**src/rtl/mac_cfg_loader_pkg.sv**
```systemverilog
// Shared constants for the MAC configuration loader: config-field layout,
// mode encodings, default widths and the loader FSM state encoding.
package mac_cfg_loader_pkg;

  localparam int DEF_ACC_WIDTH  = 32;
  localparam int DEF_CONF_WIDTH = 3;

  localparam int MODE_LSB    = 0;
  localparam int MODE_MSB    = 1;
  localparam int ACC_SEL_BIT = 2;

  typedef enum logic [1:0] {
    MODE_SINGLE  = 2'b00,
    MODE_DUAL    = 2'b01,
    MODE_QUAD    = 2'b10,
    MODE_ILLEGAL = 2'b11
  } mode_e;

  typedef enum logic [1:0] {
    ST_IDLE   = 2'b00,
    ST_SHIFT  = 2'b01,
    ST_COMMIT = 2'b10
  } state_e;

  function automatic logic mode_illegal(input logic [1:0] mode);
    return mode == MODE_ILLEGAL;
  endfunction

endpackage

```
**src/rtl/mac_cfg_loader_shifter.sv**
```systemverilog
// Serial-to-parallel word assembler: shifts in qualified bits MSB first and
// flags the cycle in which the final bit of a word is being captured.
module mac_cfg_loader_shifter #(
  parameter int CFG_W = 35
) (
  input  logic             clk,
  input  logic             rst,
  input  logic             clr,
  input  logic             en,
  input  logic             din,
  output logic             word_done,
  output logic [CFG_W-1:0] word
);

  localparam int CNT_W = $clog2(CFG_W);

  // Only the newest CFG_W-1 bits are kept; the last bit arrives on din.
  logic [CFG_W-2:0] shreg_q, shreg_d;
  logic [CNT_W-1:0] bit_cnt_q, bit_cnt_d;

  assign word_done = en && (bit_cnt_q == CNT_W'(CFG_W - 1));
  assign word      = {shreg_q, din};

  always_comb begin
    shreg_d   = shreg_q;
    bit_cnt_d = bit_cnt_q;
    if (clr) begin
      bit_cnt_d = '0;
    end else if (en) begin
      shreg_d   = {shreg_q[CFG_W-3:0], din};
      bit_cnt_d = word_done ? '0 : bit_cnt_q + CNT_W'(1);
    end
  end

  always_ff @(posedge clk or negedge rst) begin
    if (!rst) begin
      shreg_q   <= '0;
      bit_cnt_q <= '0;
    end else begin
      shreg_q   <= shreg_d;
      bit_cnt_q <= bit_cnt_d;
    end
  end

endmodule

```
**src/rtl/mac_cfg_loader.sv**
```systemverilog
// Serial configuration loader for a column of MAC blocks: stages words in a
// shadow bank, rejects illegal modes, and commits all blocks in one edge.
module mac_cfg_loader
  import mac_cfg_loader_pkg::*;
#(
  parameter int ACC_WIDTH  = DEF_ACC_WIDTH,
  parameter int CONF_WIDTH = DEF_CONF_WIDTH,
  parameter int NUM_BLOCKS = 4
) (
  input  logic                                        clk,
  input  logic                                        rst,
  input  logic                                        start,
  input  logic                                        cfg_en,
  input  logic                                        cfg_in,
  output logic                                        cfg_out,
  output logic                                        busy,
  output logic                                        done,
  output logic                                        err,
  output logic                                        cfg_valid,
  output logic [NUM_BLOCKS*(ACC_WIDTH+CONF_WIDTH)-1:0] cfg_bus
);

  localparam int CFG_W = ACC_WIDTH + CONF_WIDTH;
  localparam int BUS_W = NUM_BLOCKS * CFG_W;
  localparam int IDX_W = (NUM_BLOCKS > 1) ? $clog2(NUM_BLOCKS) : 1;

  state_e             state_q, state_d;
  logic [IDX_W-1:0]   word_idx_q, word_idx_d;
  logic [CFG_W-1:0]   shadow_q [NUM_BLOCKS];
  logic [CFG_W-1:0]   shadow_d [NUM_BLOCKS];
  logic [BUS_W-1:0]   cfg_bus_q, cfg_bus_d;
  logic               cfg_out_q, cfg_out_d;
  logic               busy_q, busy_d;
  logic               done_q, done_d;
  logic               err_q, err_d;
  logic               cfg_valid_q, cfg_valid_d;

  logic               load_clr;
  logic               shift_en;
  logic               word_done;
  logic [CFG_W-1:0]   word;
  logic               any_illegal;

  assign load_clr = (state_q == ST_IDLE) && start;
  assign shift_en = (state_q == ST_SHIFT) && cfg_en;

  mac_cfg_loader_shifter #(
    .CFG_W (CFG_W)
  ) u_shifter (
    .clk       (clk),
    .rst       (rst),
    .clr       (load_clr),
    .en        (shift_en),
    .din       (cfg_in),
    .word_done (word_done),
    .word      (word)
  );

  always_comb begin
    any_illegal = 1'b0;
    for (int k = 0; k < NUM_BLOCKS; k++) begin
      any_illegal = any_illegal | mode_illegal(shadow_q[k][MODE_MSB:MODE_LSB]);
    end
  end

  always_comb begin
    state_d     = state_q;
    word_idx_d  = word_idx_q;
    shadow_d    = shadow_q;
    cfg_bus_d   = cfg_bus_q;
    cfg_out_d   = cfg_out_q;
    err_d       = err_q;
    done_d      = 1'b0;
    cfg_valid_d = 1'b0;
    case (state_q)
      ST_IDLE: begin
        if (cfg_en) cfg_out_d = cfg_in;
        if (start) begin
          state_d    = ST_SHIFT;
          word_idx_d = '0;
          err_d      = 1'b0;
        end
      end
      ST_SHIFT: begin
        if (word_done) begin
          shadow_d[word_idx_q] = word;
          word_idx_d           = word_idx_q + IDX_W'(1);
          if (word_idx_q == IDX_W'(NUM_BLOCKS - 1)) state_d = ST_COMMIT;
        end
      end
      ST_COMMIT: begin
        // A rejected load leaves the active configuration untouched.
        done_d = 1'b1;
        if (any_illegal) begin
          err_d = 1'b1;
        end else begin
          for (int k = 0; k < NUM_BLOCKS; k++) begin
            cfg_bus_d[k*CFG_W +: CFG_W] = shadow_q[k];
          end
          cfg_valid_d = 1'b1;
        end
        state_d = ST_IDLE;
      end
      default: state_d = ST_IDLE;
    endcase
    busy_d = (state_d != ST_IDLE);
  end

  always_ff @(posedge clk or negedge rst) begin
    if (!rst) begin
      state_q     <= ST_IDLE;
      word_idx_q  <= '0;
      for (int k = 0; k < NUM_BLOCKS; k++) shadow_q[k] <= '0;
      cfg_bus_q   <= '0;
      cfg_out_q   <= 1'b0;
      busy_q      <= 1'b0;
      done_q      <= 1'b0;
      err_q       <= 1'b0;
      cfg_valid_q <= 1'b0;
    end else begin
      state_q     <= state_d;
      word_idx_q  <= word_idx_d;
      shadow_q    <= shadow_d;
      cfg_bus_q   <= cfg_bus_d;
      cfg_out_q   <= cfg_out_d;
      busy_q      <= busy_d;
      done_q      <= done_d;
      err_q       <= err_d;
      cfg_valid_q <= cfg_valid_d;
    end
  end

  assign cfg_out   = cfg_out_q;
  assign busy      = busy_q;
  assign done      = done_q;
  assign err       = err_q;
  assign cfg_valid = cfg_valid_q;
  assign cfg_bus   = cfg_bus_q;

endmodule

```
**config.mk**
```make
export PLATFORM = sky130hd
export DESIGN_NAME = mac_cfg_loader
export DESIGN_NICKNAME = d
export VERILOG_FILES = /design/src/rtl/mac_cfg_loader_pkg.sv /design/src/rtl/mac_cfg_loader_shifter.sv /design/src/rtl/mac_cfg_loader.sv
export SDC_FILE = /design/constraint.sdc
export NUM_CORES = 1
export LEC_CHECK = 0
export ABC_AREA = 1
export CAP_MARGIN = 15
export CORE_MARGIN = 4
export CORE_UTILIZATION = 40
export DETAILED_ROUTE_END_ITERATION = 8
export SYNTH_ARGS = -nofsm -noshare
export SYNTH_HDL_FRONTEND = slang
export SYNTH_SLANG_ARGS = --single-unit
```
**constraint.sdc**
```tcl
create_clock -name clk -period 2.2 [get_ports clk]
set_input_delay 0.44 -clock clk [delete_from_list [all_inputs] [get_ports clk]]
set_output_delay 0.44 -clock clk [all_outputs]
set_load 0.1 [all_outputs]
```
# == After elaboration in Yosys (flattened, before gate mapping) ==
# Cells that the tools add are included.
# totals
memories,0
wordCells,69
out_inout_bits,145
mem_bits_ro,0
mem_bits_rw,0
latch_bits,0
inputBits,5
register_bits,329
# classes
n_shift,0
magnitude_cmp,2
reduce_logical,15
eq_ne,11
n_bitwise,6
muxes,19
multipliers,0
add_sub_neg,2
div_mod_pow,0
# ops
op,count
bitwise mux 140 bit,1
demux 35 bit (select 2 bit),1
2-to-1 mux 35 bit,1
2-to-1 mux 6 bit,3
"== test 2 bit, second input constant",6
2-to-1 mux 2 bit,5
one-hot mux 2 bit (2 select lines),2
AND reduction 2 bit,4
nonzero test 2 bit,4
"adder 6 x 1 -> 6 bit, second input constant",1
"== test 6 bit, second input constant",1
AND reduction 3 bit,2
2-to-1 mux 1 bit,5
logical AND 1 bit,4
"inequality test 2 bit, second input constant",2
"greater-or-equal comparator 3 bit, second input constant",1
"< comparator 3 x 1 -> 1 bit, second input constant",1
inverter 2 -> 3 bit,1
OR 1 bit,3
"adder 2 x 1 -> 2 bit, second input constant",1
"== test 2 x 1 -> 1 bit, second input constant",1
logical NOT 2 bit,1
"inequality test 2 x 1 -> 1 bit, second input constant",1
inverter 1 bit,2
one-hot mux 1 bit (2 select lines),1

# == Logic depth before layout (Yosys ltp) ==
# logic_depth
ltp_word,6
depth_mapped,10
depth_no_buf,8

# == By module ==
# Synthesis repeated with hierarchy kept, for this count alone.
# hier_totals
hier_cells,1279
hier_area_um2,12726.0
# by_module_without_submodules
module,area_each_um2,seq_area_each_um2,instances,cells_per_inst
mac_cfg_loader,11071.9,7231.9,1,1144
mac_cfg_loader_shifter,1654.1,1001.0,1,135

# == Least setup slack after synthesis ==
# OpenSTA, ideal clock, no wires.
# synth_timing
path_type,register -> register
from,reg u_shifter.bit_cnt_q[0]
to,reg shadow_q[39] in the netlist's numbering
stages_incl_launch_ff,10
t_required_ns,2.074
arrival_ns,1.437
path_slack_ns,0.637
setup_time_ns,0.126
path_buffers,2
period_less_slack_ns,1.563
path_cell_list,dfrtp_1 > inv_1 > ha_1 > nand2_1 > nor2_2 > nand2_2 > buf_6 > nor2_4 > buf_2 > o21ai_0
# synth_via
elab_chain_len,3
# synth_rtl
item,line,text
from (decl),mac_cfg_loader_shifter.sv:19,"logic [CNT_W-1:0] bit_cnt_q, bit_cnt_d;"
from (signal assigned),mac_cfg_loader_shifter.sv:41,bit_cnt_q <= bit_cnt_d;
== test 6 bit,mac_cfg_loader_shifter.sv:21,assign word_done = en && (bit_cnt_q == CNT_W'(CFG_W - 1));
logical AND 1 bit,mac_cfg_loader_shifter.sv:21,
AND reduction 2 bit (no line),-,
to (signal assigned),mac_cfg_loader.sv:123,shadow_q <= shadow_d;
to (decl),mac_cfg_loader.sv:29,logic [CFG_W-1:0] shadow_q [NUM_BLOCKS];
# No other way between the ends.
# A chain may end at the register's enable or synchronous reset.

# == Final worst setup path ==
# layout_timing
from,reg u_shifter.bit_cnt_q[0]
to,reg shadow_q[83] in the netlist's numbering
# Same word-level chain as after synthesis.

==> impl_table.tex <==
\begin{tabular}{lr}
\hline
Metric & Value \\
\hline
\multicolumn{2}{l}{\textbf{Floorplan}} \\
Horizontal die dimension & 184 µm \\
Y dimension of the die & 184 µm \\
Standard cell core area & 30,600 µm² \\
Die ar. & 33,800 µm² \\
Placement Rows & 64 \\
Initial cell density of the core & 40.5\% \\
I/O pin cnt & 150 \\
\multicolumn{2}{l}{\textbf{CTS}} \\
TritonCTS clock tree & yes \\
Longest Clk Path Bufs & 3 \\
CTS HTree Levels & 2 \\
Number of buffers inserted during clock tree synthesis & 36 \\
Buffer type at the clock tree root & clkbuf\_16 \\
Clock latency reported for the late side of the worst-skew pair & 0.50 ns \\
Number of clock sinks & 329 \\
Reg clk slew, reported paths & 0.06 ns \\
\multicolumn{2}{l}{\textbf{Routing}} \\
Number of detailed-route iterations in the first pass & 4 \\
Total wire length after detailed routing & 26,800 µm \\
Vias & 8,556 \\
Avg WL per Cell & 14.5 µm \\
1st-iter DRT viols & 552 \\
Detail Route Antenna Nets & 0 \\
Vias per Instance & 4.64 \\
Residual DRC & 0 \\
\multicolumn{2}{l}{\textbf{Cells and area}} \\
Filler cell count in the final layout & 2,880 \\
Share of final-layout standard cells stronger than drive strength 1 & 16.2\% \\
FF+latch area & 8230 µm² \\
Number of nets in the layout & 1,435 \\
Leading cell types in the layout, fill and taps excluded & 392 x nand2\_1, 329 x dfrtp\_1, 274 x o21ai\_0, 157 x inv\_1, 154 x buf\_4 \\
Combined area of the multi-input logic cells & 3240 µm² \\
Final core area utilization & 49.9\% \\
Total inserted antenna cells & 0 \\
P\&R area growth vs syn & 23.4\% \\
Final cell count without fillers & 1,844 \\
Commonest non-fill, non-tap cell in the layout & nand2\_1 \\
\multicolumn{2}{l}{\textbf{Pwr}} \\
Pleak & 0.00789 µW \\
Maximum ir drop on the vdd rail & 0.410 mV \\
Final Total Pwr & 13,200 µW \\
PD cells & 865 nW/µm² \\
\multicolumn{2}{l}{\textbf{Critical path}} \\
Slowest-stage cell, CP & dfrtp\_1 \\
Delay of the slowest cell on the worst path & 0.42 ns \\
Kind of end point of the critical path & flip-flop \\
Category of the critical setup timing path & flip-flop to flip-flop \\
Type of origin of the critical path & flip-flop \\
Minimum setup slack among reg-to-reg paths & 0.26 ns \\
Chain of cells forming the critical path & inv\_1 > ha\_1 > nand2\_1 > nor2\_2 > nand2\_2 > nor2\_8 > buf\_12 > nand2\_1 > o21ai\_0 \\
Required time of the worst setup path & 2.60 ns \\
Largest fanout on the critical path & 50 \\
Crit path DAT & 2.35 ns \\
Most repeated library cell on the critical path & nand2\_1 \\
\multicolumn{2}{l}{\textbf{Global route}} \\
GRT Util Overall & 16.2\% \\
Via count of the first global-routing pass & 8,713 \\
Total overflow reported by the global router & 0 \\
Largest net degree at the start of global routing & 106 \\
Wire length of the first global-routing pass & 45,300 µm \\
Initial antenna violation count & 0 \\
\multicolumn{2}{l}{\textbf{STA}} \\
Min cycle time layout & 1.94 ns \\
Final-layout setup total negative slack & 0 ns \\
Highest attainable clock frequency & 515 MHz \\
Max-slew headroom & 67.2\% \\
Final hold vios & 0 \\
Max-slew violation count & 0 \\
Setup repair after global routing missed its margin & no \\
Slew of the pin with the lowest slew margin & 0.492 ns \\
Count of final setup violators & 0 \\
Portion of the clock cycle consumed by the worst path in the final layout & 88.2\% \\
Setup skew after layout & 0.00694 ns \\
\multicolumn{2}{l}{\textbf{Yosys}} \\
Biggest area consumer among synthesized cells & dfrtp\_1 \\
Post-synthesis cell count & 1,277 \\
Post-Syn Nets & 1,288 \\
Synthesized area per cell & 9.69 µm² \\
Sequential-to-total area share from yosys stat & 66.5\% \\
Total of flip-flops plus latches after synthesis & 329 \\
Number of different library cells in the post-synthesis netlist & 26 \\
Proportion of netlist area held by the largest area contributor & 66.5\% \\
Synth Warn \# & 0 \\
Total standard cell area after synthesis & 12,400 µm² \\
Most area-consuming cells after synthesis & dfrtp\_1 67\%, nand2\_1 12\%, o21ai\_0 11\% \\
\multicolumn{2}{l}{\textbf{Flow run}} \\
MaxCap Viol Count & 0 \\
\multicolumn{2}{l}{\textbf{Min path}} \\
Classification of the worst-slack hold path & primary input to asynchronous set/reset pin \\
\multicolumn{2}{l}{\textbf{Placed design}} \\
PortBufs & 149 \\
Final weighted congestion in routability-driven placement & 0.742 \\
Placed wire-length estimate & 17,300 µm \\
Placed Cells incl. Taps & 1,781 \\
\multicolumn{2}{l}{\textbf{Run status}} \\
Status & completed \\
\hline
\end{tabular}
==> sequential cells by signal, summed over array words and instances (netlist names) <==
name                 cells
shadow_q               140
u_shifter.bit_cnt_q      6
word_idx_q               2
u_shifter.shreg_q       34
err                      1
done                     1
cfg_valid                1
busy                     1
state_q                  2
cfg_bus                140
cfg_out                  1
==> cell usage after synthesis <==
cell type,n
nand2_1,393
dfrtp_1,329
o21ai_0,274
inv_1,157
clkbuf_1,30
buf_2,16
o21ai_1,15
buf_4,13
nand3_1,9
buf_1,7
ha_1,6
nor2_1,6
a21oi_1,5
nand4_1,3
nor2_4,2
nor2_8,2
a31oi_1,1
buf_6,1
inv_2,1
nand2_2,1
nor2_2,1
nor3_1,1
o211ai_1,1
o22ai_1,1
o31ai_1,1
xor2_1,1
==> layer usage <==
| layer | track usage (%) | vias up | part of all wire (%) |
|---|---|---|---|
| li1 | - | 4285 | - |
| met1 | 22.6 | 4076 | 47 |
| met2 | 26.8 | 154 | 47 |
| met3 | 2.33 | 41 | 4.2 |
| met4 | 4.41 | 0 | 1.8 |
| met5 | 0 | - | 0 |
==> kinds of logic (layout without fill, tap and decap cells) <==
kind of cell / after synthesis / count (layout) / share of synthesized area (%)
AOI/OAI and AO/OA: 298 / 298 / 12.1
xor gates and xnor gates: 1 / 1 / 0.0708
adders and majority gates: 6 / 6 / 0.606
buffers and inverters: 225 / 396 / 7.44
DFF: 329 / 329 / 66.5
and+or+nand+nor: 418 / 418 / 13.3
==> report_power, final <==
group / leakage (µW) / switching, µW / internal (µW)
clock network: 0.000579 / 2290 / 3610
logic: 0.00346 / 441 / 219
registers: 0.00385 / 274 / 6380
==> final cells by class <==
cell class	instances	share of cell area (%)
Tap cell	396	3.24
Multi-Input combinational cell	723	21.2
Inverter	158	3.88
Clock inverter	7	0.557
Timing Repair Buffer	176	10.2
Clock buffer	55	7.09
Sequential cell	329	53.9
==> final timing paths <==
kind,startpoint,endpoint,cells past startpoint
setup reg to reg,u_shifter.bit_cnt_q[0],shadow_q[83],9
hold reg to reg,cfg_bus[83],cfg_bus[83],2
max in group asynchronous,rst,cfg_bus[37],3
setup / recovery,u_shifter.bit_cnt_q[0],shadow_q[83],9
hold / removal,rst,cfg_bus[31],2
min in group clk,cfg_bus[83],cfg_bus[83],2
==> stage by stage <==
stage               hold WS [ns]  setup slack [ns]  area [µm²]
finish                     0.478             0.259       15300
CTS                        0.476             0.263       15300
floorplan                  0.144             0.637       12400
global placement           0.421             0.129       14100
global route               0.512            0.0446       15300
detailed placement         0.421            0.0777       14100
==> critical path: cells and delay by family (launching register included) <==
| kind | cells | cell delay (ns) |
|---|---|---|
| simple gates | 5 | 0.76 |
| compound gates | 1 | 0.09 |
| flops | 1 | 0.42 |
| buf+inv | 2 | 0.37 |
| fa+ha+maj | 1 | 0.16 |
==> repair_timing <==
item | 4_1_cts | 5_1_grt
resized for setup | 0 | 0
buffers inserted | 0 | 0
hold endpoints to repair | 46 | 0
hold buffers | 1 | 0
No activity file was read; power rests on OpenSTA's default activity.
